===== src/rtl/uart_word_tx_if.sv =====
// Word handshake and serial line bundle for uart_word_tx.
// Master offers words; slave serialises them onto txd.
interface uart_word_tx_if #(
  parameter int NUM_BYTES = 2
) ();

  logic [8*NUM_BYTES-1:0] tx_data;
  logic                   tx_valid;
  logic                   tx_ready;
  logic                   tx_busy;
  logic                   tx_done;
  logic                   txd;

  modport master (
    output tx_data,
    output tx_valid,
    input  tx_ready,
    input  tx_busy,
    input  tx_done,
    input  txd
  );

  modport slave (
    input  tx_data,
    input  tx_valid,
    output tx_ready,
    output tx_busy,
    output tx_done,
    output txd
  );

endinterface


===== src/rtl/uart_word_tx.sv =====
// Multi-byte UART transmitter, optional parity, 1/2 stop bits.
// Fractional baud accumulator; txd and status are all registered.
module uart_word_tx #(
  parameter int CLK_FREQ  = 50000000,
  parameter int BAUD      = 115200,
  parameter int ACC_WIDTH = 16,
  parameter int NUM_BYTES = 2,
  parameter int PARITY    = 0,
  parameter int STOP_BITS = 1
) (
  input  logic          clk,
  input  logic          rst_n,
  uart_word_tx_if.slave bus
);

  localparam longint unsigned INC_L =
    ((longint'(BAUD) << (ACC_WIDTH - 4))
     + longint'(CLK_FREQ >> 5))
    / longint'(CLK_FREQ >> 4);

  localparam logic [ACC_WIDTH-1:0] INC =
    ACC_WIDTH'(INC_L);

  localparam int BIW =
    (NUM_BYTES > 1) ? $clog2(NUM_BYTES) : 1;

  localparam logic [BIW-1:0] LAST_BYTE =
    BIW'(NUM_BYTES - 1);

  localparam logic STOP_LAST = (STOP_BITS == 2);

  typedef enum logic [2:0] {
    IDLE,
    START,
    DATA,
    PAR,
    STOP
  } state_t;

  state_t                 r_state;
  logic                   r_txd;
  logic                   r_ready;
  logic                   r_done;
  logic [8*NUM_BYTES-1:0] r_word;
  logic [BIW-1:0]         r_byte_idx;
  logic [2:0]             r_bit_idx;
  logic                   r_stop_cnt;
  logic [ACC_WIDTH:0]     r_acc;

  logic                   w_accept;
  logic                   w_tick;
  logic [7:0]             w_byte;
  logic                   w_par;
  logic                   w_next_bit;

  assign w_accept = bus.tx_valid & r_ready;
  assign w_tick   = r_acc[ACC_WIDTH];

  // Select the byte currently on the line.
  always_comb begin
    w_byte = r_word[7:0];
    for (int i = 1; i < NUM_BYTES; i++) begin
      if (r_byte_idx == BIW'(i)) begin
        w_byte = r_word[8*i +: 8];
      end
    end
  end

  assign w_par = (PARITY == 2) ? (^w_byte)
                               : (~^w_byte);

  assign w_next_bit = w_byte[r_bit_idx + 3'd1];

  // Baud accumulator; zero while idle, the accept edge
  // counts as the first clock of the start bit.
  always_ff @(posedge clk or negedge rst_n) begin
    if (!rst_n) begin
      r_acc <= '0;
    end else if (r_state == IDLE) begin
      r_acc <= w_accept ? {1'b0, INC} : '0;
    end else begin
      r_acc <= {1'b0, r_acc[ACC_WIDTH-1:0]}
             + {1'b0, INC};
    end
  end

  // Frame sequencer with registered line and status.
  always_ff @(posedge clk or negedge rst_n) begin
    if (!rst_n) begin
      r_state    <= IDLE;
      r_txd      <= 1'b1;
      r_ready    <= 1'b1;
      r_done     <= 1'b0;
      r_word     <= '0;
      r_byte_idx <= '0;
      r_bit_idx  <= '0;
      r_stop_cnt <= 1'b0;
    end else begin
      r_done <= 1'b0;
      unique case (r_state)
        IDLE: begin
          if (w_accept) begin
            r_word     <= bus.tx_data;
            r_byte_idx <= '0;
            r_state    <= START;
            r_txd      <= 1'b0;
            r_ready    <= 1'b0;
          end
        end
        START: begin
          if (w_tick) begin
            r_state   <= DATA;
            r_bit_idx <= '0;
            r_txd     <= w_byte[0];
          end
        end
        DATA: begin
          if (w_tick) begin
            if (r_bit_idx == 3'd7) begin
              if (PARITY != 0) begin
                r_state <= PAR;
                r_txd   <= w_par;
              end else begin
                r_state    <= STOP;
                r_txd      <= 1'b1;
                r_stop_cnt <= 1'b0;
              end
            end else begin
              r_bit_idx <= r_bit_idx + 3'd1;
              r_txd     <= w_next_bit;
            end
          end
        end
        PAR: begin
          if (w_tick) begin
            r_state    <= STOP;
            r_txd      <= 1'b1;
            r_stop_cnt <= 1'b0;
          end
        end
        STOP: begin
          if (w_tick) begin
            if (r_stop_cnt == STOP_LAST) begin
              if (r_byte_idx != LAST_BYTE) begin
                r_byte_idx <= r_byte_idx + 1'b1;
                r_state    <= START;
                r_txd      <= 1'b0;
              end else begin
                r_state <= IDLE;
                r_ready <= 1'b1;
                r_done  <= 1'b1;
                r_txd   <= 1'b1;
              end
            end else begin
              r_stop_cnt <= 1'b1;
            end
          end
        end
        default: begin
          r_state <= IDLE;
          r_txd   <= 1'b1;
          r_ready <= 1'b1;
        end
      endcase
    end
  end

  assign bus.tx_ready = r_ready;
  assign bus.tx_busy  = ~r_ready;
  assign bus.tx_done  = r_done;
  assign bus.txd      = r_txd;

endmodule

===== src/flat_wrapper.sv =====
// flat-port wrapper written by rule: the top's interface ports become plain ports
module uart_word_tx_flat 
#(
  parameter int CLK_FREQ  = 50000000,
  parameter int BAUD      = 115200,
  parameter int ACC_WIDTH = 16,
  parameter int NUM_BYTES = 2,
  parameter int PARITY    = 0,
  parameter int STOP_BITS = 1
)
  (clk, rst_n, bus_tx_data, bus_tx_valid, bus_tx_ready, bus_tx_busy, bus_tx_done, bus_txd);
  uart_word_tx_if #(.NUM_BYTES(NUM_BYTES)) bus_i ();
  input  logic clk;
  input  logic rst_n;
  input wire logic [$bits(bus_i.tx_data)-1:0] bus_tx_data;
  input wire logic [$bits(bus_i.tx_valid)-1:0] bus_tx_valid;
  output wire logic [$bits(bus_i.tx_ready)-1:0] bus_tx_ready;
  output wire logic [$bits(bus_i.tx_busy)-1:0] bus_tx_busy;
  output wire logic [$bits(bus_i.tx_done)-1:0] bus_tx_done;
  output wire logic [$bits(bus_i.txd)-1:0] bus_txd;
  assign bus_i.tx_data = bus_tx_data;
  assign bus_i.tx_valid = bus_tx_valid;
  assign bus_tx_ready = bus_i.tx_ready;
  assign bus_tx_busy = bus_i.tx_busy;
  assign bus_tx_done = bus_i.tx_done;
  assign bus_txd = bus_i.txd;
  uart_word_tx #(.CLK_FREQ(CLK_FREQ), .BAUD(BAUD), .ACC_WIDTH(ACC_WIDTH), .NUM_BYTES(NUM_BYTES), .PARITY(PARITY), .STOP_BITS(STOP_BITS)) u_core (.clk(clk), .rst_n(rst_n), .bus(bus_i));
endmodule

===== config.mk =====
export PLATFORM = sky130hd
export DESIGN_NAME = uart_word_tx_flat
export DESIGN_NICKNAME = d
export VERILOG_FILES = /design/src/rtl/uart_word_tx_if.sv /design/src/rtl/uart_word_tx.sv /design/src/flat_wrapper.sv
export SDC_FILE = /design/constraint.sdc
export NUM_CORES = 1
export LEC_CHECK = 0
export ABC_AREA = 1
export ABC_CLOCK_PERIOD_IN_PS = 3900
export CAP_MARGIN = 20
export CORE_MARGIN = 3
export CORE_UTILIZATION = 50
export CTS_CLUSTER_SIZE = 8
export DETAILED_ROUTE_END_ITERATION = 7
export PLACE_DENSITY = 0.72
export SLEW_MARGIN = 25
export SYNTH_ARGS = -nofsm -noshare
export SYNTH_HDL_FRONTEND = slang
export SYNTH_SLANG_ARGS = --single-unit
export TNS_END_PERCENT = 5

===== constraint.sdc =====
create_clock -name clk -period 3.9 [get_ports clk]
set_clock_uncertainty 0.2 [all_clocks]
set_input_delay 0.78 -clock clk [delete_from_list [all_inputs] [get_ports clk]]
set_output_delay 0.78 -clock clk [all_outputs]
set_load 0.05 [all_outputs]

==> qor.yml <==
finish:
  final_nets: 292
  synthToLayoutAreaGrowth_pct: 15.1
  post-route-util_pct: 61.5
  diodes: 0
  drive_gt1_share_pct: 12.2
  finish.instance_area_um2: 2530
  nFillCells: 365
  fin_cells: 321
grt:
  grt_pass1_wl_mm: 6.88
  gr-usage-all-layers_pct: 17.1
  grt_overflow_total: 0
  grt_pass1_vias: 1528
  grt_max_degree: 44
  antenna_found_initial: 0
drt:
  wl_per_cell_um: 12.1
  drc: 0
  first_pass_iters: 4
  via_per_inst: 5.07
  totalWireLength_mm: 3.90
  drtIter0Drc: 103
  dr_total_vias: 1628
  ant_nets: 0
timing:
  clock.fmax_mhz: 377
  fin_crit_sh_pct: 68.1
  slew_viol_final: 0
  fin_crit_ns: 2.65
  fin_setup_tns_ns: 0
  worstMarginPinSlew_ns: 0.536
  setup_viol: 0
  grt_setup_unrepaired: "no"
  whs_ns: 0.261
  max-slew-margin-rel_pct: 64.3
  hold_viol_final: 0
logic_synthesis:
  synth.most_common_cell: "nand2_1"
  synth_common_cells: "62 x nand2_1, 41 x dfrtp_1, 29 x inv_1, 17 x nand3_1, 17 x o21ai_0"
  syn_avg_cell_area_um2: 8.97
  ys.flop_type: "dfrtp_1"
  synthArstFlopShare_pct: 100
  ys_seq_area_share_pct: 49.1
  synthCells: 245
  syn_area_um2: 2200
  ys_top_cells_by_area: "dfrtp_1 47%, mux2_4 11%, nand2_1 11%"
  yosys_warnings: 0
  ys_ff_latch: 43
  synth-edff-count: 0
  syn-num-nets: 267
  synth_largest_area_cell: "dfrtp_1"
  synth_cell_types: 24
  netlist.area_leader.share_pct: 46.7
clock_tree:
  cts-buffers-inserted: 5
  cts_tree: "yes"
  postCtsHoldBufs: 0
  clk_pin_slew_ns: 0.08
  clockRootBuffer: "clkbuf_8"
  cts_setup_buffers: 0
  clock-sinks: 43
  cts_resized: 0
  htreeDepth: 2
  clk_latency_ns: 0.29
  clk_path_buf_depth: 2
min_path:
  hold_path_class: "in2async"
place:
  place.gp.congestion: 0.823
  place_inst: 313
  place.port_buffers: 22
  placed_cell_area_um2: 2440
  hpwlAfterDp_mm: 2.83
critical_path:
  cpPeakStageDelay_ns: 0.81
  required_ns: 2.92
  path_delay_family: "buffers and inverters"
  slowest_stage: "clkdlybuf4s50_1"
  worst_ep_arrival_time_ns: 1.67
  worstPathMaxFanout: 4
  crit_chain: "clkdlybuf4s50_1"
  critPathBufInv: 1
  worst_setup_path_start_kind: "flop"
  end_kind: "primary output"
  worstSetupPathType: "reg2out"
power:
  total_leakage_power_nw: 1.23
  power-per-cell-area_nw_per_um2: 693
  irDropWorstVdd_uv: 287
die:
  core-area_um2: 4120
  die_area_um2: 5230
  rows: 23
  initial_core_util_pct: 53.4
  die_y_um: 72.3
  boundaryPins: 23
  dieWidth_um: 72.3
job:
  drv_cap: 0
status:
  status: "finished clean"
-- worst reg2reg max path: cells and delay by family, from the launching register on --
kind,cells,cell delay [ns]
and+or+nand+nor,3,0.76
DFF,1,0.43
muxes,1,0.43
buffers and inverters,1,0.06
-- power breakdown --
group / internal, mW / switching, mW
clock: 0.143 / 0.143
sequential: 0.619 / 0.117
combinational: 0.330 / 0.401
-- through the flow --
step           total power [mW]  worst slack (ns)
2_1_floorplan              1.32              1.91
3_3_place_gp               1.46              1.54
3_5_place_dp               1.47              1.49
4_1_cts                    1.77              1.23
5_1_grt                    1.90              1.20
6_report                   1.75              1.25
-- cells in the final DEF (no fill, tap or decap), types with 3 or more instances in the layout --
| master | n |
|---|---|
| nor3_1 | 13 |
| mux2_4 | 16 |
| o21ai_0 | 17 |
| clkbuf_8 | 6 |
| nand2_1 | 62 |
| inv_1 | 29 |
| nor2_1 | 15 |
| clkdlybuf4s50_1 | 21 |
| a21oi_1 | 12 |
| ha_1 | 3 |
| dfrtp_1 | 41 |
| nand3_1 | 17 |
-- layout make-up --
class / instances / area [um2] / share of cell area [%]
tap: 50 / 62.6 / 2.47
clock inverter: 1 / 5.00 / 0.198
timing repair buffer: 22 / 218 / 8.60
clock buffer: 7 / 86.3 / 3.41
multi-input combinational: 166 / 961 / 38.0
inverter: 32 / 120 / 4.75
sequential: 43 / 1080 / 42.6
-- path summary, 6_finish.rpt --
| kind | endpoint | depth (start not counted) | slack, ns | start |
|---|---|---|---|---|
| worst max-delay path | bus_tx_ready | 1 | 1.25 | u_core.bus.tx_ready |
| min in group clk | u_core.r_acc[0] | 1 | 0.27 | u_core.r_acc[0] |
| worst max register to register | u_core.r_word[9] | 5 | 1.91 | u_core.r_state[1] |
| worst min-delay path | u_core.r_acc[2] | 1 | 0.26 | rst_n |
| max in group asynchronous | u_core.bus.txd | 1 | 2.86 | rst_n |
| worst min register to register | u_core.r_acc[0] | 1 | 0.27 | u_core.r_acc[0] |
-- per-layer routing --
metal / vias up / GRT usage, % / share of wire (%)
met2: 29 / 24.7 / 41
li1: 847 / - / -
met4: 0 / 6.89 / 1.8
met1: 745 / 24.7 / 53
met3: 7 / 4.16 / 3.6
met5: - / 0 / 0
-- state kept, by name, summed over array words and instances (netlist names) --
name / flops
u_core.r_bit_idx: 3
u_core.bus.tx_done: 1
u_core.bus.txd: 1
u_core.r_acc: 17
u_core.r_word: 16
u_core.r_state: 3
u_core.r_byte_idx: 1
u_core.bus.tx_ready: 1
-- cells by family after synthesis --
family	after synthesis	synth area share, %
AND/OR/NAND/NOR	115	23.3
flip-flops	43	49.1
buffers and inverters	36	7.23
AO/OA/AOI/OAI	31	7.34
multiplexers	16	10.9
adder cells (fa/ha/maj)	3	1.71
XOR/XNOR	1	0.398
No activity file was read; power rests on OpenSTA's default activity.
